<file path="src/rtl/muldiv_unit_pkg.sv">
// Shared definitions for the iterative multiply/divide engine.
//   op_e      : operation codes (bit0 = signed, bit1 = divide)
//   S_*       : 2-bit FSM state encodings
//   op_is_*   : decode helpers used by the engine and the decoder
package muldiv_unit_pkg;

   typedef enum logic [1:0] {
      OP_MULTU = 2'b00,
      OP_MULT  = 2'b01,
      OP_DIVU  = 2'b10,
      OP_DIV   = 2'b11
   } op_e;

   localparam logic [1:0] S_IDLE = 2'b00;
   localparam logic [1:0] S_RUN  = 2'b01;
   localparam logic [1:0] S_FIX  = 2'b10;
   localparam logic [1:0] S_DONE = 2'b11;

   function automatic logic op_is_signed(input logic [1:0] op);
      return op[0];
   endfunction

   function automatic logic op_is_div(input logic [1:0] op);
      return op[1];
   endfunction

endpackage

</file>
<file path="src/rtl/muldiv_unit_if.sv">
// Request/response bundle between the core and the multiply/divide engine.
//   start, op, a, b              : request (core -> engine)
//   busy, done, we, hi, lo,
//   div_by_zero                  : status and results (engine -> core/spregfile)
// master = core side, slave = engine side.
interface muldiv_unit_if #(
   parameter int WIDTH = 32
);
   logic             start;
   logic [1:0]       op;
   logic [WIDTH-1:0] a;
   logic [WIDTH-1:0] b;
   logic             busy;
   logic             done;
   logic             we;
   logic [WIDTH-1:0] hi;
   logic [WIDTH-1:0] lo;
   logic             div_by_zero;

   modport master (
      output start, op, a, b,
      input  busy, done, we, hi, lo, div_by_zero
   );

   modport slave (
      input  start, op, a, b,
      output busy, done, we, hi, lo, div_by_zero
   );
endinterface

</file>
<file path="src/rtl/muldiv_step.sv">
// One combinational iteration of the multiply/divide engine.
//   is_div   : 0 = shift-add multiply step, 1 = restoring divide step
//   acc_in   : 2*WIDTH accumulator
//              mult: {partial product high, remaining multiplier bits}
//              div : {remainder, remaining dividend bits / quotient bits}
//   operand  : multiplicand magnitude (mult) or divisor magnitude (div)
//   acc_out  : accumulator after this iteration
module muldiv_step #(
   parameter int WIDTH = 32
) (
   input  logic               is_div,
   input  logic [2*WIDTH-1:0] acc_in,
   input  logic [WIDTH-1:0]   operand,
   output logic [2*WIDTH-1:0] acc_out
);

   logic [WIDTH:0]   sum;
   logic [WIDTH:0]   shifted;
   logic [WIDTH-1:0] diff;

   always_comb begin
      sum     = '0;
      shifted = '0;
      diff    = '0;
      acc_out = acc_in;
      if (!is_div) begin
         // LSB of the low half is the current multiplier bit; the carry of
         // the add lands in the top bit as everything shifts right by one.
         sum     = {1'b0, acc_in[2*WIDTH-1:WIDTH]} + (acc_in[0] ? {1'b0, operand} : '0);
         acc_out = {sum, acc_in[WIDTH-1:1]};
      end else begin
         // WIDTH+1 bit trial remainder: old remainder shifted left plus the
         // next dividend bit. Subtraction is only kept when it fits.
         shifted = {acc_in[2*WIDTH-1:WIDTH], acc_in[WIDTH-1]};
         diff    = shifted[WIDTH-1:0] - operand;
         if (shifted >= {1'b0, operand}) begin
            acc_out = {diff, acc_in[WIDTH-2:0], 1'b1};
         end else begin
            acc_out = {shifted[WIDTH-1:0], acc_in[WIDTH-2:0], 1'b0};
         end
      end
   end

endmodule

</file>
<file path="src/rtl/muldiv_unit.sv">
// Iterative WIDTH-bit multiply/divide engine for MULT/MULTU/DIV/DIVU.
//   clk    : system clock, rising edge
//   reset  : asynchronous active-high reset
//   bus    : muldiv_unit_if.slave
//            start/op/a/b sampled when idle or done
//            busy high in RUN and FIX, done/we pulse for one cycle in DONE
//            hi = product high / remainder, lo = product low / quotient
//            div_by_zero high with done when the divisor was zero
// Latency: done is high in the cycle after the WIDTH+1th edge past the
// accepting edge. hi/lo only change at the FIX edge or on reset.
module muldiv_unit
   import muldiv_unit_pkg::*;
#(
   parameter int WIDTH = 32
) (
   input  logic         clk,
   input  logic         reset,
   muldiv_unit_if.slave bus
);

   localparam int                 CW      = $clog2(WIDTH);
   localparam logic [CW-1:0]      LAST    = CW'(WIDTH - 1);
   localparam logic [CW-1:0]      CNT_ONE = CW'(1);
   localparam logic [WIDTH-1:0]   ONE_W   = WIDTH'(1);
   localparam logic [2*WIDTH-1:0] ONE_2W  = (2*WIDTH)'(1);

   logic [1:0]         state;
   logic [CW-1:0]      cnt;
   logic               is_div;
   logic               neg_lo;     // product / quotient negate
   logic               neg_hi;     // remainder negate (divide only)
   logic               dz;
   logic [2*WIDTH-1:0] acc;
   logic [WIDTH-1:0]   operand;
   logic [WIDTH-1:0]   a_raw;
   logic [WIDTH-1:0]   hi_r;
   logic [WIDTH-1:0]   lo_r;

   logic [2*WIDTH-1:0] step_out;
   logic               sa;
   logic               sb;
   logic [WIDTH-1:0]   mag_a;
   logic [WIDTH-1:0]   mag_b;
   logic [2*WIDTH-1:0] prod;
   logic [WIDTH-1:0]   fix_hi;
   logic [WIDTH-1:0]   fix_lo;

   muldiv_step #(.WIDTH(WIDTH)) u_step (
      .is_div  (is_div),
      .acc_in  (acc),
      .operand (operand),
      .acc_out (step_out)
   );

   // Operand magnitudes and signs at the accepting edge.
   always_comb begin
      sa    = op_is_signed(bus.op) & bus.a[WIDTH-1];
      sb    = op_is_signed(bus.op) & bus.b[WIDTH-1];
      mag_a = sa ? (~bus.a + ONE_W) : bus.a;
      mag_b = sb ? (~bus.b + ONE_W) : bus.b;
   end

   // Sign fix-up applied at the FIX edge. A zero divisor bypasses it and
   // reports the raw dividend with an all-ones quotient.
   always_comb begin
      prod   = neg_lo ? (~acc + ONE_2W) : acc;
      fix_hi = prod[2*WIDTH-1:WIDTH];
      fix_lo = prod[WIDTH-1:0];
      if (dz) begin
         fix_hi = a_raw;
         fix_lo = '1;
      end else if (is_div) begin
         fix_lo = neg_lo ? (~acc[WIDTH-1:0] + ONE_W) : acc[WIDTH-1:0];
         fix_hi = neg_hi ? (~acc[2*WIDTH-1:WIDTH] + ONE_W) : acc[2*WIDTH-1:WIDTH];
      end
   end

   always_ff @(posedge clk or posedge reset) begin
      if (reset) begin
         state   <= S_IDLE;
         cnt     <= '0;
         is_div  <= 1'b0;
         neg_lo  <= 1'b0;
         neg_hi  <= 1'b0;
         dz      <= 1'b0;
         acc     <= '0;
         operand <= '0;
         a_raw   <= '0;
         hi_r    <= '0;
         lo_r    <= '0;
      end else begin
         case (state)
            S_IDLE, S_DONE: begin
               if (bus.start) begin
                  is_div <= op_is_div(bus.op);
                  neg_lo <= sa ^ sb;
                  neg_hi <= sa;
                  dz     <= op_is_div(bus.op) & (bus.b == '0);
                  a_raw  <= bus.a;
                  cnt    <= '0;
                  // Multiply shifts the multiplier out of the low half;
                  // divide shifts the dividend out of the low half.
                  if (op_is_div(bus.op)) begin
                     acc     <= {{WIDTH{1'b0}}, mag_a};
                     operand <= mag_b;
                  end else begin
                     acc     <= {{WIDTH{1'b0}}, mag_b};
                     operand <= mag_a;
                  end
                  state <= S_RUN;
               end else begin
                  state <= S_IDLE;
               end
            end
            S_RUN: begin
               acc <= step_out;
               cnt <= cnt + CNT_ONE;
               if (cnt == LAST) begin
                  state <= S_FIX;
               end
            end
            S_FIX: begin
               hi_r  <= fix_hi;
               lo_r  <= fix_lo;
               state <= S_DONE;
            end
            default: state <= S_IDLE;
         endcase
      end
   end

   assign bus.busy        = (state == S_RUN) || (state == S_FIX);
   assign bus.done        = (state == S_DONE);
   assign bus.we          = (state == S_DONE);
   assign bus.div_by_zero = (state == S_DONE) & dz;
   assign bus.hi          = hi_r;
   assign bus.lo          = lo_r;

endmodule
</file>
<file path="src/flat_wrapper.sv">
// flat-port wrapper written by rule: the top's interface ports become plain ports
module muldiv_unit_flat import muldiv_unit_pkg::*;
#(
   parameter int WIDTH = 32
)
  (clk, reset, bus_start, bus_op, bus_a, bus_b, bus_busy, bus_done, bus_we, bus_hi, bus_lo, bus_div_by_zero);
  muldiv_unit_if #(.WIDTH(WIDTH)) bus_i ();
  input  logic clk;
  input  logic reset;
  input wire logic [$bits(bus_i.start)-1:0] bus_start;
  input wire logic [$bits(bus_i.op)-1:0] bus_op;
  input wire logic [$bits(bus_i.a)-1:0] bus_a;
  input wire logic [$bits(bus_i.b)-1:0] bus_b;
  output wire logic [$bits(bus_i.busy)-1:0] bus_busy;
  output wire logic [$bits(bus_i.done)-1:0] bus_done;
  output wire logic [$bits(bus_i.we)-1:0] bus_we;
  output wire logic [$bits(bus_i.hi)-1:0] bus_hi;
  output wire logic [$bits(bus_i.lo)-1:0] bus_lo;
  output wire logic [$bits(bus_i.div_by_zero)-1:0] bus_div_by_zero;
  assign bus_i.start = bus_start;
  assign bus_i.op = bus_op;
  assign bus_i.a = bus_a;
  assign bus_i.b = bus_b;
  assign bus_busy = bus_i.busy;
  assign bus_done = bus_i.done;
  assign bus_we = bus_i.we;
  assign bus_hi = bus_i.hi;
  assign bus_lo = bus_i.lo;
  assign bus_div_by_zero = bus_i.div_by_zero;
  muldiv_unit #(.WIDTH(WIDTH)) u_core (.clk(clk), .reset(reset), .bus(bus_i));
endmodule
</file>
<file path="config.mk">
export PLATFORM = sky130hd
export DESIGN_NAME = muldiv_unit_flat
export DESIGN_NICKNAME = d
export VERILOG_FILES = /design/src/rtl/muldiv_unit_pkg.sv /design/src/rtl/muldiv_unit_if.sv /design/src/rtl/muldiv_step.sv /design/src/rtl/muldiv_unit.sv /design/src/flat_wrapper.sv
export SDC_FILE = /design/constraint.sdc
export NUM_CORES = 1
export LEC_CHECK = 0
export ABC_AREA = 1
export CAP_MARGIN = 10
export CORE_MARGIN = 3
export CORE_UTILIZATION = 30
export DETAILED_ROUTE_END_ITERATION = 12
export PLACE_DENSITY = 0.49
export REMOVE_ABC_BUFFERS = 1
export SYNTH_ARGS = -nofsm -noshare
export SYNTH_HDL_FRONTEND = slang
export SYNTH_SLANG_ARGS = --single-unit
</file>
<file path="constraint.sdc">
create_clock -name clk -period 11.14 [get_ports clk]
set_input_delay 1.671 -clock clk [delete_from_list [all_inputs] [get_ports clk]]
set_output_delay 1.671 -clock clk [all_outputs]
set_load 0.1 [all_outputs]
</file>
After elaboration in Yosys (flattened, before gate mapping)
Cells that the tools add are included.

Register bits: 203. Output and inout bits: 68. Logic and storage cells: 64.

Add/sub/neg operators: 8. $lt $le $gt $ge: 1. Eq/ne operators: 6. Multiplexer cells: 21. Bitwise logic cells: 10. Reduce and logical (&&, ||, !) cells: 7.

Operators by type and width (count): two-way mux 32 bit (11); two-way mux 64 bit (4); adder 32 x 1 -> 32 bit (second input constant) (4); inverter 32 bit (4); one-hot mux 64 bit (2 select lines) (1); adder 64 x 1 -> 64 bit (second input constant) (1); inverter 64 bit (1); adder 32 x 32 -> 33 bit (1); >= comparator 33 x 32 -> 1 bit (1); zero test 32 bit (1); subtractor 32 bit (1); one-hot mux 5 bit (2 select lines) (1); one-hot mux 2 bit (3 select lines) (1); adder 5 x 1 -> 5 bit (second input constant) (1); == test 5 bit (second input constant) (1); two-way mux 5 bit (1); AND 1 bit (4); == test 2 bit (second input constant) (2); AND reduction 2 bit (2); == test 2 x 1 -> 1 bit (second input constant) (1); zero test 2 bit (1); two-way mux 2 bit (1); inequality test 2 x 1 -> 1 bit (second input constant) (1); inequality test 2 bit (second input constant) (1); other kinds (5) (5).

Depth between registers and ports, before layout
Depth in word-level cells: 6. Depth in mapped cells: 22.

Modules after synthesis
A second synthesis with hierarchy kept.

Cells, all modules: 3281. Area, all modules: 19452.4 um^2.

By module, submodules not included: muldiv_unit (instances 1, cells an instance 2007, area each 13267.7 um^2, seq. area each 5079.9 um^2); muldiv_step (instances 1, cells an instance 1274, area each 6184.7 um^2, seq. area each 0.0 um^2).

Worst setup path after synthesis
No wires, ideal clock.

Path type: register -> output. Start point: reg u_core.state[0]. End point: out bus_div_by_zero. Arrival time: 1.906 ns. Required time: 9.469 ns. Slack: 7.563 ns. Cell stages (with the launch flop): 4. Path through: dfrtp_1 ha_1 nand2_1 inv_1.

Word-level cells in the longest chain between the ends: 2.

Ends and longest elaborated chain: from (decl) (RTL line muldiv_unit.sv:27) `logic [1:0] state;`; from (signal assigned) (RTL line muldiv_unit.sv:80) `state <= S_IDLE;`; from (signal assigned) (RTL line muldiv_unit.sv:110) `state <= S_RUN;`; from (signal assigned) (RTL line muldiv_unit.sv:112) `state <= S_IDLE;`; == test 2 bit; via bus_done (RTL line flat_wrapper.sv:15) `output wire logic [$bits(bus_i.done)-1:0] bus_done;`; AND 1 bit (RTL line muldiv_unit.sv:135) `assign bus.div_by_zero = (state == S_DONE) & dz;`; to (decl) (RTL line flat_wrapper.sv:19) `output wire logic [$bits(bus_i.div_by_zero)-1:0] bus_div_by_zero;`.

The timed path passes the listed nets, and every way through them passes these cells.

Worst setup path after layout
Start point: in bus_start. End point: reg u_core.cnt[3].

Word-level cells in the longest chain between the ends: 2.

Ends and longest elaborated chain: from (decl) (RTL line flat_wrapper.sv:10) `input wire logic [$bits(bus_i.start)-1:0] bus_start;`; inequality test 2 bit (no line); AND reduction 2 bit (no line); to (signal assigned) (RTL line muldiv_unit.sv:117) `cnt <= cnt + CNT_ONE;`; to (decl) (RTL line muldiv_unit.sv:28) `logic [CW-1:0] cnt;`.

No other way between the ends. A chain may end at the register's enable or synchronous reset.

==> results.tsv <==
metric	value	unit
count leader, synth	nand2_1	
Slowest-stage cell, CP	buf_4	
share of layout cells above drive strength 1	0.0416	
fin crit period	4.59	ns
global-route wire length before repair	138000	um
Slew Limit Fails	0	
largest family of logic cells by synthesized area	simple AND/OR/NAND/NOR gates	
DR iter-0 viols	2449	
vias in the first global route	20700	
Post-Route WL	93800	um
synth unique cells	52	
maximum VDD drop	292	uV
largest net degree at the start of global routing	78	
area growth from synthesis to layout	15.4	%
initial antenna violation count	1	
mux cell area share after synthesis	0	
final worst-path cycle share	0.412	
IO Port Bufs	136	
total power	7.78	mW
Synth top cells by count	nand2_1, inv_1, nor2_1	
die height	261	um
TNS Setup	0	ns
syn avg cell area	5.89	sq um
worst-case clock buffer depth	3	
HP Start	u_core.bus.hi[29]	
status	completed	
HP Class	flip-flop to flip-flop	
unrepaired setup endpoints after global routing	no	
H-Tree Depth	1	
# placed instances	4213	
CTS Hold Bufs	0	
Worst Setup SP	bus_start	
die extent in x	261	um
PD cells	345	nW/um^2
max frequency	0.218	GHz
CTS clock-pin slew for the worst setup and hold paths	0.06	ns
top-area cell type share of the netlist area	0.260	
vias per cell	5.20	
Clk Latency, worst-skew pair	0.59	ns
endpoint class of the critical path	flip-flop	
CTS tree	yes	
worst path bufs/invs	5	
vias	22100	
RD Place Congestion	1.02	
RR Startpoint	u_core.acc[37]	
Worst EP arrival	5.09	ns
sequential fraction of the synthesis area	0.260	
CP cell instances	clkdlybuf4s50_1 > nand2_2 > buf_4 > inv_2 > a21oi_4 > buf_4 > inv_2 > nand4_1 > o22ai_1 > a21oi_1	
dpl cell area	21700	sq um
Overflow after GRT	0	
final std cells w/o fill	4259	
R2R depth	13	
core area	63800	sq um
Max Cap Violations	0	
Post-Synth Adder-Cell Area	0.0488	
Leak	11.9	nW
measured slew at the worst slew-check pin	1.16	ns
slack of the worst reg-to-reg path	7.11	ns
First-pass DRT Iterations	6	
CP Class	input pin to flip-flop	
simple-gate share of the synthesized area	0.414	
Post-CTS Resized	0	
Async S/R FF share, synth	1.00	
clk root buf	clkbuf_16	
post-synthesis cell area	19500	sq um
area leader, netlist	dfrtp_1	
number of flops mapped to enable cells by yosys	0	
number of inserted diodes	0	
multi-input combinational cell area	12200	sq um
Routed Antenna Nets	0	
# Post-CTS Setup Buffers	0	
post-route cell area	22500	sq um
# setup viols final	0	
die footprint	68200	sq um
DR WL/cell	22.0	um
Worst Hold End	u_core.bus.hi[29]	
clock net sink count	203	
fill count	7264	
GRT Overall Usage	0.271	
flops & latches, synth	203	
CP delay by family, top	buffers and inverters	
Compound-Gate Fraction of Synth Area	0.133	
final-report hold violation count	0	
CP max stage delay	0.57	ns
Starting Density	0.306	
worst relative slew slack	0.226	
Synth Area in XOR/XNOR	0.0265	
synth warn	0	
worst r2r dst	u_core.acc[40]	
Util after Layout	0.353	
Crit Path Max Fanout	77	
Required @ worst endpoint	11.63	ns
Post-Synthesis Cells	3318	
Critical Path Start Type	input pin	
# DRC	0	
area taken by flip-flops and latches	5090	sq um
post-detail-place hpwl	75100	um
Top FF cell, synth	dfrtp_1	
Max Clock Skew	0.0280	ns
hold path depth	2	
top cells by area, synth	dfrtp_1, nand2_1, inv_1	
nets@finish	3539	
row cnt	92	
Num CTS Buffers	26	
# IOs	137	
worst reg2reg max path, delay by kind of cell (launching register included):
| family | cells | cell delay (ns) |
|---|---|---|
| and+or+nand+nor | 11 | 2.63 |
| AOI/OAI and AO/OA | 1 | 0.13 |
| adders and majority gates | 1 | 0.42 |
| DFF | 1 | 0.75 |
layer usage:
metal / wire length [um] / up-vias / GRT usage
met1: 43000 / 10400 / 0.387
met3: 6890 / 146 / 0.0409
met2: 40500 / 917 / 0.420
met5: 0 / - / 0
li1: - / 10700 / -
met4: 3340 / 0 / 0.0819
where the power goes:
group / internal, mW / total [mW] / switching, mW
Clock: 0.501 / 0.873 / 0.372
Combinational: 1.41 / 5.38 / 3.96
Sequential: 1.07 / 1.53 / 0.457
Total: 2.98 / 7.78 / 4.79
sequential cells by signal, indices dropped and copies added, names as in the netlist:
name,cells
u_core.dz,1
u_core.neg_lo,1
u_core.a_raw,32
u_core.is_div,1
u_core.operand,32
u_core.bus.lo,32
u_core.acc,64
u_core.cnt,5
u_core.bus.hi,32
u_core.neg_hi,1
u_core.state,2
worst max-delay path by stage:
| stage | endpoint | cells after the start | slack [ns] |
|---|---|---|---|
| 3_5_place_dp | u_core.cnt[3] | 10 | 6.05 |
| 3_3_place_gp | u_core.cnt[3] | 10 | 6.10 |
| 2_1_floorplan | u_core.a_raw[0] | 1 | 3.93 |
| 6_report | u_core.cnt[3] | 10 | 6.55 |
| 5_1_grt | u_core.cnt[3] | 10 | 6.29 |
| 4_1_cts | u_core.cnt[3] | 10 | 6.63 |
cells by family after synthesis:
group / count (synthesis)
AND/OR/NAND/NOR: 1926
buffers and inverters: 600
flip-flops: 203
adder cells (fa/ha/maj): 75
AO/OA/AOI/OAI: 455
XOR/XNOR: 59
area by class of cell:
type                            instances  area share
Tap cell                              846      0.0470
Inverter                              492      0.0823
Multi-Input combinational cell       2515       0.539
Clock buffer                           38      0.0340
Clock inverter                          8     0.00444
Sequential cell                       203       0.226
Timing Repair Buffer                  157      0.0674
placed cells by master, fill, tap and decap left out, types with 5 or more instances in the layout:
cell and instances:
nand3b_1 14, nand4_1 47, o21ai_1 27, xnor2_1 8, o22ai_1 6, clkbuf_1 5, xor2_1 51, o211ai_2 6
nand2_1 1146, o21bai_1 10, a21oi_1 148, and2_1 5, nor2_2 12, inv_1 473, clkbuf_16 26, ha_1 72
a22oi_1 7, nor2_4 10, clkdlybuf4s50_1 136, or2_2 5, clkbuf_8 7, inv_2 13, o221ai_1 12, buf_4 21
dfrtp_1 200, o32ai_1 5, a31oi_1 25, nor2_1 331, nand2_2 13, nand3_1 297, o21ai_0 165, o211ai_1 28
nor3_1 31
stage by stage:
| step | setup WS [ns] | hold WS (ns) |
|---|---|---|
| after global placement | 6.10 | 0.464 |
| after global routing | 6.29 | 0.494 |
| after floorplan | 3.93 | 0.448 |
| after CTS | 6.63 | 0.483 |
| final | 6.55 | 0.478 |
| after detailed placement | 6.05 | 0.466 |
Power figures use the tool's default switching activity.
